**config.mk**
```make
export PLATFORM = sky130hd
export DESIGN_NAME = hls_test2_sched_flat
export DESIGN_NICKNAME = d
export VERILOG_FILES = /design/src/rtl/hls_test2_pkg.sv /design/src/rtl/hls_test2_sched_if.sv /design/src/rtl/hls_addsub.sv /design/src/rtl/hls_test2_sched.sv /design/src/flat_wrapper.sv
export SDC_FILE = /design/constraint.sdc
export NUM_CORES = 1
export LEC_CHECK = 0
export CAP_MARGIN = 25
export CELL_PAD_IN_SITES_DETAIL_PLACEMENT = 1
export CELL_PAD_IN_SITES_GLOBAL_PLACEMENT = 2
export CORE_ASPECT_RATIO = 1.1
export CORE_MARGIN = 5
export CORE_UTILIZATION = 40
export DETAILED_ROUTE_END_ITERATION = 6
export HOLD_SLACK_MARGIN = 0.15
export PLACE_DENSITY = 0.92
export SYNTH_ARGS = -nofsm -noshare
export SYNTH_HDL_FRONTEND = slang
export SYNTH_SLANG_ARGS = --single-unit
```
**constraint.sdc**
```tcl
create_clock -name Clk -period 7 [get_ports Clk]
set_input_delay 1.05 -clock Clk [delete_from_list [all_inputs] [get_ports Clk]]
set_output_delay 1.05 -clock Clk [all_outputs]
set_load 0.1 [all_outputs]
```
**src/rtl/hls_test2_pkg.sv**
```systemverilog
// Shared encodings for the scheduled test2 dataflow: FSM states, ALU modes
// and the fixed Start-to-Done latency.
package hls_test2_pkg;

   localparam int LATENCY = 7;

   typedef enum logic [2:0] {
      WAIT  = 3'd0,
      S1    = 3'd1,
      S2    = 3'd2,
      S3    = 3'd3,
      S4    = 3'd4,
      S5    = 3'd5,
      S6    = 3'd6,
      FINAL = 3'd7
   } state_e;

   typedef enum logic {
      ALU_ADD = 1'b0,
      ALU_SUB = 1'b1
   } alu_mode_e;

endpackage

```
**src/rtl/hls_test2_sched_if.sv**
```systemverilog
// Start/Done/Busy handshake plus operand and result buses of the test2 scheduler.
interface hls_test2_sched_if #(
   parameter int DATAWIDTH = 32
);

   logic                 Start;
   logic [DATAWIDTH-1:0] a;
   logic [DATAWIDTH-1:0] b;
   logic [DATAWIDTH-1:0] c;
   logic                 Busy;
   logic                 Done;
   logic [DATAWIDTH-1:0] x;
   logic [DATAWIDTH-1:0] z;

   modport master (output Start, a, b, c, input Busy, Done, x, z);
   modport slave  (input Start, a, b, c, output Busy, Done, x, z);

endinterface

```
**src/rtl/hls_addsub.sv**
```systemverilog
// Combinational wrapping adder/subtractor shared by every arithmetic step.
module hls_addsub
   import hls_test2_pkg::*;
#(
   parameter int DATAWIDTH = 32
) (
   input  logic [DATAWIDTH-1:0] op_a,
   input  logic [DATAWIDTH-1:0] op_b,
   input  alu_mode_e            mode,
   output logic [DATAWIDTH-1:0] result
);

   assign result = (mode == ALU_SUB) ? op_a - op_b : op_a + op_b;

endmodule

```
**src/rtl/hls_test2_sched.sv**
```systemverilog
// Resource-constrained test2: one add/sub unit and one comparator, time-shared
// over six FSM steps, with captured inputs and a one-cycle Done pulse.
module hls_test2_sched
   import hls_test2_pkg::*;
#(
   parameter int DATAWIDTH = 32
) (
   input logic              Clk,
   input logic              Rst,
   hls_test2_sched_if.slave bus
);

   state_e               state;
   logic [DATAWIDTH-1:0] ra, rb, rc;
   logic [DATAWIDTH-1:0] d, e, f, g, h;
   logic [DATAWIDTH-1:0] x, z;
   logic                 d_lt_e, d_eq_e;
   logic                 busy, done;

   logic [DATAWIDTH-1:0] alu_b, alu_y;
   alu_mode_e            alu_mode;
   logic                 cmp_lt, cmp_eq;

   // Operand A is always ra; only B and the mode change per step.
   // NOTE: every always_comb output gets a default first so no latch is inferred.
   always_comb begin
      alu_b    = rb;
      alu_mode = ALU_ADD;
      if (state == S2) alu_b = rc;
      if (state == S3) alu_mode = ALU_SUB;
   end

   hls_addsub #(.DATAWIDTH(DATAWIDTH)) u_addsub (
      .op_a   (ra),
      .op_b   (alu_b),
      .mode   (alu_mode),
      .result (alu_y)
   );

   // The comparison sees the wrapped sums, interpreted as signed.
   assign cmp_lt = $signed(d) < $signed(e);
   assign cmp_eq = (d == e);

   // NOTE: sequential state uses non-blocking assignments so every register
   // samples pre-edge values, matching the hardware.
   always_ff @(posedge Clk or negedge Rst) begin
      if (!Rst) begin
         state  <= WAIT;
         busy   <= 1'b0;
         done   <= 1'b0;
         ra     <= '0;
         rb     <= '0;
         rc     <= '0;
         d      <= '0;
         e      <= '0;
         f      <= '0;
         g      <= '0;
         h      <= '0;
         x      <= '0;
         z      <= '0;
         d_lt_e <= 1'b0;
         d_eq_e <= 1'b0;
      end else begin
         case (state)
            WAIT: begin
               if (bus.Start) begin
                  ra    <= bus.a;
                  rb    <= bus.b;
                  rc    <= bus.c;
                  busy  <= 1'b1;
                  state <= S1;
               end
            end
            S1: begin
               d     <= alu_y;
               state <= S2;
            end
            S2: begin
               e     <= alu_y;
               state <= S3;
            end
            S3: begin
               f      <= alu_y;
               d_lt_e <= cmp_lt;
               d_eq_e <= cmp_eq;
               state  <= S4;
            end
            S4: begin
               g     <= d_lt_e ? d : e;
               state <= S5;
            end
            S5: begin
               h     <= d_eq_e ? g : f;
               x     <= g << d_lt_e;
               state <= S6;
            end
            S6: begin
               z     <= h >> d_eq_e;
               done  <= 1'b1;
               state <= FINAL;
            end
            FINAL: begin
               done  <= 1'b0;
               busy  <= 1'b0;
               state <= WAIT;
            end
            default: begin
               done  <= 1'b0;
               busy  <= 1'b0;
               state <= WAIT;
            end
         endcase
      end
   end

   assign bus.Busy = busy;
   assign bus.Done = done;
   assign bus.x    = x;
   assign bus.z    = z;

endmodule
```
**src/flat_wrapper.sv**
```systemverilog
// flat-port wrapper written by rule: the top's interface ports become plain ports
module hls_test2_sched_flat import hls_test2_pkg::*;
#(
   parameter int DATAWIDTH = 32
)
  (Clk, Rst, bus_Start, bus_a, bus_b, bus_c, bus_Busy, bus_Done, bus_x, bus_z);
  hls_test2_sched_if #(.DATAWIDTH(DATAWIDTH)) bus_i ();
  input logic Clk;
  input logic Rst;
  input wire logic [$bits(bus_i.Start)-1:0] bus_Start;
  input wire logic [$bits(bus_i.a)-1:0] bus_a;
  input wire logic [$bits(bus_i.b)-1:0] bus_b;
  input wire logic [$bits(bus_i.c)-1:0] bus_c;
  output wire logic [$bits(bus_i.Busy)-1:0] bus_Busy;
  output wire logic [$bits(bus_i.Done)-1:0] bus_Done;
  output wire logic [$bits(bus_i.x)-1:0] bus_x;
  output wire logic [$bits(bus_i.z)-1:0] bus_z;
  assign bus_i.Start = bus_Start;
  assign bus_i.a = bus_a;
  assign bus_i.b = bus_b;
  assign bus_i.c = bus_c;
  assign bus_Busy = bus_i.Busy;
  assign bus_Done = bus_i.Done;
  assign bus_x = bus_i.x;
  assign bus_z = bus_i.z;
  hls_test2_sched #(.DATAWIDTH(DATAWIDTH)) u_core (.Clk(Clk), .Rst(Rst), .bus(bus_i));
endmodule
```
==> results of run 1 <==
## state kept, by name, summed over array words and instances, names as in the netlist
signal / count
u_core.bus.x: 32
u_core.bus.z: 32
u_core.d: 32
u_core.e: 32
u_core.f: 32
u_core.g: 32
u_core.h: 32
u_core.ra: 32
u_core.rb: 32
u_core.rc: 32
u_core.state: 3
u_core.bus.Busy: 1
u_core.bus.Done: 1
u_core.d_eq_e: 1
u_core.d_lt_e: 1
## worst max path at each step
stage,end,slack (ns),depth (start not counted)
4_1_cts,u_core.e[24],2.01,14
5_1_grt,u_core.d[24],1.61,15
2_1_floorplan,u_core.f[28],2.85,20
3_5_place_dp,u_core.e[24],2.03,14
3_3_place_gp,u_core.d[24],2.28,14
6_report,u_core.d[24],1.98,15
## per-layer routing
layer	GRT usage	wire [um]
met5	0	20
met4	0.0400	718
met3	0.0333	1900
met2	0.309	20300
met1	0.265	20600
## cell type report
type	instances	area [um2]	share of cell area
Clock buffer	54	1100	0.0548
Clock inverter	8	57.6	0.00286
Inverter	39	146	0.00728
Multi-Input combinational cell	1177	8040	0.400
Sequential cell	327	8190	0.408
Tap cell	560	701	0.0349
Timing Repair Buffer	179	1860	0.0926
## worst register-to-register path, delay by kind of cell, from the launching register on
kind	cells	cell delay, ns
AOI/OAI and AO/OA	8	2.27
adders and majority gates	1	0.35
buffers and inverters	1	0.28
and+or+nand+nor	3	0.84
DFF	1	0.53
xor gates and xnor gates	2	0.62
## synthesized netlist by cell type (18+ instances only)
master      n  area [um2]
mux2_2     95        1070
nor3_1     18        90.1
a21o_1     24         180
mux2i_1   156        1560
nor2_1     73         274
inv_1      39         146
xnor2_1    21         184
dfrtp_1   327        8180
clkbuf_1   72         270
a21oi_1    83         415
o21ai_0   202        1010
xor2_1     40         350
nand2_1   245         920
ha_1       63         788
## cells by family (layout without fill, tap and decap cells)
group	after synthesis	after routing	share of synthesized area
simple gates	429	429	0.113
compound gates	372	372	0.129
flops	327	327	0.489
mux	251	251	0.157
buf+inv	135	280	0.0317
fa+ha+maj	64	64	0.0483
xor+xnor	61	61	0.0319
## layout by cell type, fill, tap and decap left out, types with 13 or more instances in the layout
cell             instances
a21o_1                  24
a21oi_1                 83
clkbuf_16               38
clkdlybuf4s50_1        163
dfrtp_1                325
ha_1                    63
inv_1                   39
mux2_2                  95
mux2i_1                156
nand2_1                245
nand3_1                 13
nand4_1                 17
nor2_1                  72
nor3_1                  17
o21ai_0                202
xnor2_1                 21
xor2_1                  40
## per-stage QoR
stage          hold WS [ns]  std cells  area [um2]   util
2_1_floorplan         0.438       1639       16700      -
6_report              0.477       2344       20100  0.487
4_1_cts               0.485       2340       20000  0.485
3_3_place_gp          0.463       2277       18800  0.456
5_1_grt               0.503       2344       20100  0.487
3_5_place_dp          0.472       2278       18900  0.457
==> impl_metrics.csv, run 1 <==
group,metric,value,unit
logic_synthesis,ys_warn_count,0,
sta,drv_slew,0,
cts,clock_latency,0.54,ns
worst_setup_path,crit_family,"compound AO/OA/AOI/OAI gates",
cts,cts_tree,"built",
routing,viasPerCell,5.23,
hold_path,min_path_type,"reg2reg",
worst_setup_path,path_buf_inv,1,
logic_synthesis,synth-seq-cells,327,
outcome,outcome,"completed",
global_route,antenna_found_initial,2,
cts,ctsResizeCount,0,
cts,ctsHoldBuffers,0,
layout,syn_to_final_growth,20.1,%
logic_synthesis,syn_area_per_cell,10.2,um2
worst_setup_path,setup.worst_path.start,"u_core.state[2]",
global_route,grt_overflow,0,
global_route,grt_pass1_wl,71.4,mm
floorplan,core_area,41300,um2
sta,period_needed,5.02,ns
sta,rsz0062_at_grt,"no",
logic_synthesis,synth.distinct_cells,69,
cts,cts_max_level,2,
logic_synthesis,synth-edff-count,0,
routing,drt_wl_total,43.6,mm
sta,postLayoutSetupSlackWorst,1.98,ns
sta,min_period_over_period,0.717,
logic_synthesis,synthesis.area,16700,um2
routing,postRouteAntennaNets,0,
logic_synthesis,synthArstFlopShare,1.00,
layout,fin_nets,1923,
sta,fin_setup_tns,0,ns
place,place_ws,2.03,ns
logic_synthesis,synth_nets,1802,
global_route,grt_max_degree,129,
place,port_buffers,164,
worst_setup_path,crit_path_end_kind,"flip-flop",
worst_setup_path,crit_type,"reg2reg",
sta,setup_violations,0,
sta,relSlewSlack,0.283,
sta,hold_viol,0,
worst_setup_path,critPathMaxStageDelay,0.65,ns
sta,max_freq,0.199,GHz
cts,postCtsSetupBuffers,0,
routing,drc,0,
layout,drive_above_1_share,0.108,
logic_synthesis,synth-seq-area-share,0.489,
worst_setup_path,r2r-end,"u_core.d[24]",
worst_setup_path,cp-start-kind,"flip-flop",
floorplan,ios,165,
routing,drtPass1Iterations,4,
layout,antenna_cells,0,
routing,vias,12300,
floorplan,start_util,0.405,
place,gp_congestion,0.829,
logic_synthesis,syn_inst,1639,
cts,cts_inserted_buffers,36,
routing,wl_per_cell,18.6,um
cts,root_buffer,"clkbuf_16",
cts,clock-sinks,327,
cts,cts_buffer_depth,3,
floorplan,die_h,225,um
cts,clk_pin_slew,0.06,ns
worst_setup_path,rr_startpoint,"u_core.state[2]",
global_route,grt_pass1_vias,13300,
layout,fillers,4536,
worst_setup_path,cp_max_fo,53,
worst_setup_path,crit_slowest_cell,"or3b_4",
worst_setup_path,path_cells,"or3b_4, buf_12, o41ai_2, nor2_1, xor2_1, ha_1, a21o_1, a21oi_1, nor2b_1, o41ai_1, o22ai_2, a41oi_2, o21bai_1, xnor2_1, o21ai_0",
logic_synthesis,synthFlopType,"dfrtp_1",
worst_setup_path,reg2reg_depth,15,
sta,tightest_slew,1.07,ns
floorplan,die_x,205,um
hold_path,min_to,"u_core.bus.x[15]",
worst_setup_path,cp.required,7.38,ns
routing,drt_iter0_markers,428,
worst_setup_path,cp.arrival,5.41,ns
worst_setup_path,rrSetupSlack,1.98,ns
sta,clock_skew,0.0241,ns
global_route,grtUsageTotal,0.189,
place,hpwl,31.5,mm
floorplan,rows,78,
hold_path,min_path_cells,2,
job,max_cap_violations,0,
floorplan,dieArea,46000,um2
hold_path,min_from,"u_core.bus.x[15]",
Power of run 1 is not shown: default switching activity piles up to over one toggle a cycle in this logic, so the estimate is an artifact.
==> run 2, diff against run 1 <==
Settings changed: CORE_UTILIZATION 40 to 34, PLACE_DENSITY 0.92 to 0.84.
Clock period 7 ns to 4.5 ns, I/O delays scaled along.
==> run 2 against run 1 <==
Against the previous run: hold slack worse by 0.32 ns; wire length is 2.5% higher; final cell count is 5.1% higher; die area is 17% higher; non-clock buffer count is 18 higher; clock skew is 0.0012 ns lower; sequential share of layout area is 0.94 points lower; first-iteration DRC count is 31% higher; critical path depth is 2 higher; largest cell class unchanged.
==> impl_metrics.csv, run 2 (synthesized netlist as in run 1, its figures left out) <==
group,metric,value,unit
worst_setup_path,crit_type,"reg2reg",
floorplan,rows,85,
sta,clock_skew,0.0229,ns
layout,syn_to_final_growth,23.0,%
place,port_buffers,164,
cts,clk_pin_slew,0.06,ns
sta,fin_setup_tns,0,ns
sta,min_period_over_period,0.950,
routing,drc,0,
worst_setup_path,cp-start-kind,"flip-flop",
outcome,outcome,"completed",
layout,fin_nets,1944,
layout,drive_above_1_share,0.126,
worst_setup_path,crit_path_end_kind,"flip-flop",
layout,antenna_cells,0,
worst_setup_path,path_cells,"or3_1, or2_1, or3_1, o41ai_4, nand3_2, nand2_1, xor2_1, ha_1, o21a_1, o211ai_1, a21o_1, o311ai_2, a41oi_2, o21ai_2, a211oi_2, xor2_1, o21ai_1",
worst_setup_path,cp.required,4.90,ns
global_route,grt_max_degree,129,
sta,period_needed,4.28,ns
floorplan,die_h,243,um
global_route,grt_overflow,0,
routing,drt_wl_total,44.7,mm
routing,vias,12200,
routing,viasPerCell,4.96,
layout,final_core_util,0.421,
cts,ctsHoldBuffers,0,
sta,drv_slew,0,
cts,clock-sinks,327,
worst_setup_path,rrSetupSlack,0.22,ns
sta,tightest_slew,1.07,ns
routing,postRouteAntennaNets,0,
cts,clock_latency,0.56,ns
cts,cts_max_level,2,
hold_path,min_path_type,"in2async",
sta,hold_viol,0,
worst_setup_path,cp_max_fo,5,
cts,cts_buffer_depth,3,
routing,drt_iter0_markers,562,
layout,layout.cells.most_common_list,"324 x dfrtp_1, 245 x nand2_1, 202 x o21ai_0, 163 x clkdlybuf4s50_1, 155 x mux2i_1",
floorplan,ios,165,
floorplan,die_x,222,um
sta,setup_violations,0,
worst_setup_path,path_buf_inv,0,
sta,max_freq,0.234,GHz
floorplan,dieArea,53800,um2
global_route,grt_pass1_vias,13200,
cts,root_buffer,"clkbuf_16",
worst_setup_path,crit_family,"compound AO/OA/AOI/OAI gates",
routing,wl_per_cell,18.2,um
place,gp_congestion,0.812,
routing,drtPass1Iterations,4,
global_route,antenna_found_initial,0,
worst_setup_path,crit_slowest_cell,"or3_1",
job,max_cap_violations,0,
worst_setup_path,cp.arrival,4.67,ns
cts,cts_tree,"built",
layout,mostFrequentLayoutCell,"dfrtp_1",
worst_setup_path,critPathMaxStageDelay,0.42,ns
place,hpwl,32.7,mm
floorplan,core_area,48800,um2
sta,relSlewSlack,0.287,
floorplan,start_util,0.343,
global_route,grtUsageTotal,0.164,
global_route,grt_pass1_wl,73.1,mm
cts,cts_inserted_buffers,39,
[run 2: cell count changes in the layout (fill, tap and decap cells not counted), sizes merged]
cell / previous run / this run
inv: 39 / 40
clkinvlp: 1 / 4
clkbuf: 54 / 59
clkinv: 7 / 5
buf: 16 / 34
bufinv: 0 / 2
[run 2: final cells by class]
cell class	instances	area [um2]
Clock buffer	59	1180
Inverter	39	146
Clock inverter	12	139
Fill cell	5386	28200
Timing Repair Buffer	197	2000
Multi-Input combinational cell	1177	8100
Tap cell	652	816
Sequential cell	327	8190
[run 2: worst paths after layout]
kind | startpoint | endpoint | depth (start not counted)
worst min register to register | u_core.bus.x[25] | u_core.bus.x[25] | 2
worst max-delay path | u_core.rb[2] | u_core.d[23] | 17
worst min-delay path | Rst | u_core.bus.z[6] | 1
max in group asynchronous | Rst | u_core.rb[26] | 2
min in group Clk | u_core.bus.x[25] | u_core.bus.x[25] | 2
worst max register to register | u_core.rb[2] | u_core.d[23] | 17
[run 2: stage by stage]
stage | std cells | area, um2 | hold WS (ns) | worst slack (ns)
floorplan | 1639 | 16700 | 0.379 | 0.345
global placement | 2383 | 19100 | 0.465 | 0.189
detailed placement | 2384 | 19100 | 0.471 | 0.0680
CTS | 2455 | 20400 | 0.183 | 0.00962
global route | 2463 | 20600 | 0.241 | -0.0357
finish | 2463 | 20600 | 0.155 | 0.225
[run 2: timing repair]
item	CTS	global route
setup endpoints to repair	0	39
resized for setup	0	11
buffers inserted	0	6
[run 2: metal layers]
metal  GRT usage  routed length (um)
met4      0.0419                 785
met5           0                   0
met3      0.0255                1480
met2       0.259               20400
met1       0.237               22100
Power of run 2 is left out for the same reason.
